$ cat src/rtl/sram_access_ctrl.sv
// rtl/sram_access_ctrl.sv - precharge/wordline/write-drive/sense sequencer for one SRAM column slice
// Optional write readback verify: define SRAM_ACCESS_CTRL_WRITE_VERIFY_EN.
module sram_access_ctrl #(
  parameter int COLS    = 8,
  parameter int ROWS    = 16,
  parameter int PRE_CYC = 2,
  parameter int WR_CYC  = 3,
  parameter int SA_CYC  = 2,
  localparam int AW     = (ROWS > 1) ? $clog2(ROWS) : 1
) (
  input  logic            clk,
  input  logic            rst,
  input  logic            req_valid,
  output logic            req_ready,
  input  logic            req_we,
  input  logic [AW-1:0]   req_addr,
  input  logic [COLS-1:0] req_wdata,
  output logic            rsp_valid,
  output logic [COLS-1:0] rsp_rdata,
  output logic            rsp_err,
  output logic            pre_en,
  output logic            wl_en,
  output logic [AW-1:0]   wl_addr,
  output logic            wd_en,
  output logic [COLS-1:0] wd_data,
  output logic            sa_en,
  input  logic [COLS-1:0] sa_out
);

  localparam int MAX_AB = (PRE_CYC > WR_CYC) ? PRE_CYC : WR_CYC;
  localparam int MAXC   = (MAX_AB > SA_CYC) ? MAX_AB : SA_CYC;
  localparam int CW     = (MAXC > 1) ? $clog2(MAXC) : 1;
  localparam logic [AW:0] ROWS_L = (AW+1)'(ROWS);

  typedef enum logic [2:0] {
    S_IDLE, S_PRE, S_WR, S_RD_WL, S_RD_SA, S_DONE
  } state_t;

  state_t          state_q, state_d;
  logic [CW-1:0]   cnt_q, cnt_d;
  logic            we_q;
  logic            accept, addr_bad, cnt_last;

  logic            pre_en_d, wl_en_d, wd_en_d, sa_en_d;
  logic            req_ready_d, rsp_valid_d, rsp_err_d;
  logic [COLS-1:0] rsp_rdata_d;

  assign accept   = (state_q == S_IDLE) && req_valid;
  assign addr_bad = ({1'b0, req_addr} >= ROWS_L);
  assign cnt_last = (cnt_q == '0);

  // State register plus every registered output; the async clear drops enables at once.
  always_ff @(posedge clk or posedge rst) begin
    if (rst) begin
      state_q   <= S_IDLE;
      cnt_q     <= '0;
      we_q      <= 1'b0;
      wl_addr   <= '0;
      wd_data   <= '0;
      pre_en    <= 1'b0;
      wl_en     <= 1'b0;
      wd_en     <= 1'b0;
      sa_en     <= 1'b0;
      req_ready <= 1'b1;
      rsp_valid <= 1'b0;
      rsp_err   <= 1'b0;
      rsp_rdata <= '0;
    end else begin
      state_q   <= state_d;
      cnt_q     <= cnt_d;
      pre_en    <= pre_en_d;
      wl_en     <= wl_en_d;
      wd_en     <= wd_en_d;
      sa_en     <= sa_en_d;
      req_ready <= req_ready_d;
      rsp_valid <= rsp_valid_d;
      rsp_err   <= rsp_err_d;
      rsp_rdata <= rsp_rdata_d;
      if (accept) begin
        we_q    <= req_we;
        wl_addr <= req_addr;
        wd_data <= req_wdata;
      end
    end
  end

  // Shared down-counter: loaded with length-1 on entry, state exits when it reaches zero.
  always_comb begin
    state_d = state_q;
    cnt_d   = cnt_q;
    unique case (state_q)
      S_IDLE: begin
        if (req_valid) begin
          if (addr_bad) begin
            state_d = S_DONE;
          end else begin
            state_d = S_PRE;
            cnt_d   = CW'(PRE_CYC - 1);
          end
        end
      end
      S_PRE: begin
        if (cnt_last) begin
          if (we_q) begin
            state_d = S_WR;
            cnt_d   = CW'(WR_CYC - 1);
          end else begin
            state_d = S_RD_WL;
          end
        end else begin
          cnt_d = cnt_q - CW'(1);
        end
      end
      S_WR: begin
        if (cnt_last) begin
`ifdef SRAM_ACCESS_CTRL_WRITE_VERIFY_EN
          state_d = S_RD_WL;
`else
          state_d = S_DONE;
`endif
        end else begin
          cnt_d = cnt_q - CW'(1);
        end
      end
      S_RD_WL: begin
        state_d = S_RD_SA;
        cnt_d   = CW'(SA_CYC - 1);
      end
      S_RD_SA: begin
        if (cnt_last) begin
          state_d = S_DONE;
        end else begin
          cnt_d = cnt_q - CW'(1);
        end
      end
      S_DONE: begin
        state_d = S_IDLE;
      end
      default: begin
        state_d = S_IDLE;
      end
    endcase
  end

  // Output decode from the next state so that every output comes straight off a flop.
  always_comb begin
    pre_en_d    = (state_d == S_PRE);
    wl_en_d     = (state_d == S_WR) || (state_d == S_RD_WL) || (state_d == S_RD_SA);
    wd_en_d     = (state_d == S_WR);
    sa_en_d     = (state_d == S_RD_SA);
    req_ready_d = (state_d == S_IDLE);
    rsp_valid_d = (state_d == S_DONE);
    rsp_err_d   = 1'b0;
    rsp_rdata_d = rsp_rdata;
    if (accept && addr_bad) begin
      rsp_err_d = 1'b1;
    end
    if ((state_q == S_RD_SA) && cnt_last) begin
      rsp_rdata_d = sa_out;
`ifdef SRAM_ACCESS_CTRL_WRITE_VERIFY_EN
      rsp_err_d   = we_q && (sa_out != wd_data);
`endif
    end
  end

endmodule

$ cat config.mk
export PLATFORM = sky130hd
export DESIGN_NAME = sram_access_ctrl
export DESIGN_NICKNAME = d
export VERILOG_FILES = /design/src/rtl/sram_access_ctrl.sv
export SDC_FILE = /design/constraint.sdc
export NUM_CORES = 1
export LEC_CHECK = 0
export ABC_AREA = 0
export BUFFER_PORTS_ARGS = -buffer_cell sky130_fd_sc_hd__clkbuf_2
export CAP_MARGIN = 20
export CELL_PAD_IN_SITES_DETAIL_PLACEMENT = 1
export CELL_PAD_IN_SITES_GLOBAL_PLACEMENT = 1
export CORE_ASPECT_RATIO = 1.25
export CORE_MARGIN = 2
export CORE_UTILIZATION = 40
export CTS_BUF_LIST = sky130_fd_sc_hd__clkbuf_8 sky130_fd_sc_hd__clkbuf_16
export CTS_CLUSTER_DIAMETER = 100
export DETAILED_ROUTE_END_ITERATION = 8
export PLACE_DENSITY = 0.81
export SYNTH_ARGS = -nofsm -noshare
export SYNTH_HDL_FRONTEND = slang
export SYNTH_SLANG_ARGS = --single-unit
$ cat constraint.sdc
create_clock -name clk -period 2.9 [get_ports clk]
set_clock_uncertainty 0.2 [all_clocks]
set_input_delay 0.435 -clock clk [delete_from_list [all_inputs] [get_ports clk]]
set_output_delay 0.435 -clock clk [all_outputs]
set_load 0.01 [all_outputs]
======== Yosys cells after proc, flatten, opt, wreduce, memory -nomap -nowiden ========
Index checks and enable logic that the tools add are counted.
storage, ports and cells
  register bits ........................... 32
  bits of input ports ..................... 24
  output and inout port bits .............. 27
  logic and storage cells ................. 45
cells by class
  add/sub/neg operators ................... 1
  equality and inequality tests ........... 12
  mux-type cells .......................... 10
  reduce and logical (&&, ||, !) cells .... 10
operators with widths
  operator                                          number
  == test 3 x 2 -> 1 bit, second input constant     4
  case mux 3 bit (4 select lines)                   1
  == test 3 bit, second input constant              3
  2-to-1 mux 3 bit                                  3
  2-to-1 mux 2 bit                                  4
  case mux 2 bit (4 select lines)                   1
  == test 3 x 1 -> 1 bit, second input constant     2
  zero test 3 bit                                   2
  != test 2 bit, second input constant              2
  AND reduction 4 bit                               1
  nonzero test 4 bit                                1
  != test 3 bit, second input constant              1
  logical AND 1 bit                                 2
  zero test 2 bit                                   1
  logical OR 1 bit                                  2
  OR reduction 2 bit                                1
  subtractor 2 x 1 -> 2 bit, second input constant  1
  2-to-1 mux 1 bit                                  1

======== Depth between registers and ports, before layout ========
  depth after elaboration ................. 6
  depth in mapped cells ................... 7

======== Worst setup path after synthesis ========
OpenSTA, ideal clock, no wires.
  kind .................................... flip-flop to flip-flop
  start ................................... reg cnt_q[0]
  end ..................................... reg rsp_rdata[0]
  arrival ................................. 1.509 ns
  path slack .............................. 1.066 ns
  stages on the path, launching flop included .. 7
  buffers on the path ..................... 1
  clock period less this slack ............ 1.834 ns
  path through ............................ dfrtp_1 > inv_1 > ha_1 > clkbuf_1 > inv_1 > nor2_4 > mux2_2
on the way
  cells in the longest elaborated chain, start to end .. 2
RTL lines
  element                 line  RTL
  from (decl)             40    logic [CW-1:0] cnt_q, cnt_d;
  from (signal assigned)  70    cnt_q <= cnt_d;
  zero test 2 bit         50    assign cnt_last = (cnt_q == '0);
  logical AND 1 bit       158   if ((state_q == S_RD_SA) && cnt_last) begin
  to (signal assigned)    78    rsp_rdata <= rsp_rdata_d;
  to (decl)               19    output logic [COLS-1:0] rsp_rdata,
Every way passes these cells.
A chain may end at the register's enable or synchronous reset.

======== Final worst setup path ========
  start ................................... reg state_q[0]
  end ..................................... reg wd_data[5]
on the way
  cells in the longest elaborated chain, start to end .. 2
RTL lines
  element                 line  RTL
  from (decl)             39    state_t state_q, state_d;
  from (signal assigned)  69    state_q <= state_d;
  zero test 3 bit         48    assign accept = (state_q == S_IDLE) && req_valid;
  logical AND 1 bit       48
  to (signal assigned)    82    wd_data <= req_wdata;
  to (decl)               25    output logic [COLS-1:0] wd_data,
Every way passes these cells.

==> results.json <==
{
  "status": "complete, no violations",
  "drt_iter0_drc": 26,
  "period_needed_ns": 2.07,
  "finalSetupTns_ns": 0,
  "fin_util_pct": 51.6,
  "post-cts-setup-buffers": 0,
  "dr.pass1.iters": 4,
  "antenna_cells": 0,
  "numPortBuffers": 49,
  "r2r_setup_slack_ns": 0.83,
  "vdd_drop_max_v": 0.000554,
  "grt_pass1_vias": 1102,
  "placedInstanceArea_mm2": 0.00166,
  "drc": 0,
  "fin_ws_ns": 0.827,
  "critPathLaunchType": "register",
  "fmax_ghz": 0.482,
  "tritoncts": "built",
  "fin_crit_sh_pct": 71.5,
  "syn2layout_area_growth_pct": 25.6,
  "critPathLaunch": "state_q[0]$_DFF_PP0_",
  "yosysMostFrequentCell": "dfrtp_1",
  "num_rows": 24,
  "die_x_um": 57.0,
  "finalSetupViolCount": 0,
  "synth_area_leaders": "dfrtp_1 (55%), mux2_2 (17%), ha_1 (2.7%)",
  "via_per_inst": 5.03,
  "path_class": "reg -> reg",
  "dieArea_mm2": 0.00401,
  "finalMaxSlewViolations": 0,
  "ctsHoldBuffers": 0,
  "dpl.hpwl_mm": 2.44,
  "insertion_delay_ns": 0.28,
  "worstPathMaxFanout": 13,
  "timing.rr.start": "state_q[0]$_DFF_PP0_",
  "dp_slack_ns": 0.848,
  "antenna_found_initial": 0,
  "ys_seq_area_share_pct": 57.1,
  "synth_top_area_share_pct": 55.2,
  "wl_per_cell_um": 16.5,
  "floorplan.core_area_mm2": 0.00342,
  "p_total_mw": 2.05,
  "ys_warn_count": 0,
  "netlist_area_mm2": 0.00141,
  "synthFlopType": "dfrtp_1",
  "io_pins": 51,
  "holdWs_ns": 0.0905,
  "pwr_density_cell_mw_per_mm2": 1160,
  "stdcell_area_mm2": 0.00177,
  "ys_top_cells_by_count": "dfrtp_1 (31), mux2_2 (21), inv_1 (6)",
  "arrival_ns": 2.03,
  "max-slew-margin-rel_pct": 43.7,
  "placed_cells": 186,
  "grt-ovfl-total": 0,
  "gp_congestion": 0.725,
  "ys_ff_latch": 32,
  "synth_area_leader_cell": "dfrtp_1",
  "grt_max_degree": 22,
  "syn_area_per_cell_um2": 13.6,
  "worst_slew_pin_slew_ns": 0.841,
  "syn_inst": 103,
  "stdcell_count": 194,
  "cts-root-buf": "clkbuf_8",
  "vias": 975,
  "syn_nets": 130,
  "maxCapViolCount": 0,
  "grt_pass1_wl_mm": 5.43,
  "clk_pin_slew_ns": 0.07,
  "track_usage_pct": 18.1,
  "cts_sinks": 32,
  "numCtsBuffers": 5,
  "final_nets": 181,
  "critPathCaptureType": "register",
  "start_util_pct": 41.0,
  "synth_cell_types": 31,
  "leakage_nw": 0.893,
  "die_h_um": 70.3,
  "clk_path_buf_depth": 2,
  "drive_gt1_share_pct": 55.5,
  "worst_ep_required_time_ns": 2.86,
  "min_path_type": "in -> async",
  "post_cts_resize_count": 0,
  "drtAntennaViolNets": 0,
  "htree_levels": 2,
  "totalWireLength_mm": 3.20,
  "rsz0062_at_grt": "no",
  "synth_edf_count": 0,
  "hold_viol_final": 0,
  "async_flop_share_pct": 100
}
[placed cells by master, fill, tap and decap left out, types with 2 or more instances in the layout]
master | synthesis | routed
o21ai_0 | 4 | 4
dfrtp_1 | 31 | 31
inv_1 | 6 | 7
nand2b_1 | 2 | 2
o22ai_1 | 2 | 2
nand2_1 | 2 | 2
ha_1 | 3 | 3
nor2_1 | 5 | 5
mux2_2 | 21 | 21
mux2i_1 | 2 | 2
clkbuf_2 | 0 | 49
and2b_4 | 2 | 2
clkbuf_8 | 0 | 5
[cell type report]
class | instances | area, um^2
Timing Repair Buffer | 50 | 253
Tap cell | 39 | 48.8
Multi-Input combinational cell | 59 | 532
Sequential cell | 32 | 802
Fill cell | 394 | 1660
Clock inverter | 3 | 38.8
Clock buffer | 5 | 68.8
Inverter | 6 | 22.5
[cells by family after synthesis]
family                   Yosys count  share of synthesized area [%]
multiplexers                      24                           19.3
AND/OR/NAND/NOR                   18                           9.17
XOR/XNOR                           1                          0.623
flip-flops                        32                           57.1
adder cells (fa/ha/maj)            3                           2.67
AO/OA/AOI/OAI                     12                           5.79
buffers and inverters             12                           5.08
other                              1                          0.267
[critical path, cell delays in order, from the launching register on]
cell,delay [ns]
dfrtp_1,0.51
nor4b_4,0.82
mux2_2,0.43
[final timing paths]
path | end | cells past startpoint
max | wd_data[5]$_DFFE_PP0P_ | 2
min | rsp_rdata[0]$_DFFE_PP0P_ | 2
max reg2reg | wd_data[5]$_DFFE_PP0P_ | 2
min reg2reg | wd_data[2]$_DFFE_PP0P_ | 1
max in group asynchronous | wd_data[0]$_DFFE_PP0P_ | 3
min in group clk | rsp_rdata[5]$_DFFE_PP0P_ | 2
[registers in the layout (all words and copies together) (netlist names)]
| name | cells |
|---|---|
| cnt_q | 2 |
| pre_en | 1 |
| req_ready | 1 |
| rsp_rdata | 8 |
| rsp_valid | 1 |
| sa_en | 1 |
| state_q | 3 |
| wd_data | 8 |
| wd_en | 1 |
| we_q | 1 |
| wl_addr | 4 |
| wl_en | 1 |
[routing by layer]
layer  track usage (%)  share of wire (%)  vias up
met2              32.2                 57       28
met1              19.8                 37      495
met3              5.19                4.5        6
met4              7.24                1.8        0
li1                  -                  -      446
met5                 0                  0        -
[report_power, final]
group	total (mW)	internal, mW	switching [mW]	leakage, nW
clock network	0.414	0.251	0.163	0.0593
logic	0.834	0.421	0.413	0.443
registers	0.800	0.661	0.140	0.391
Power figures use the tool's default switching activity.
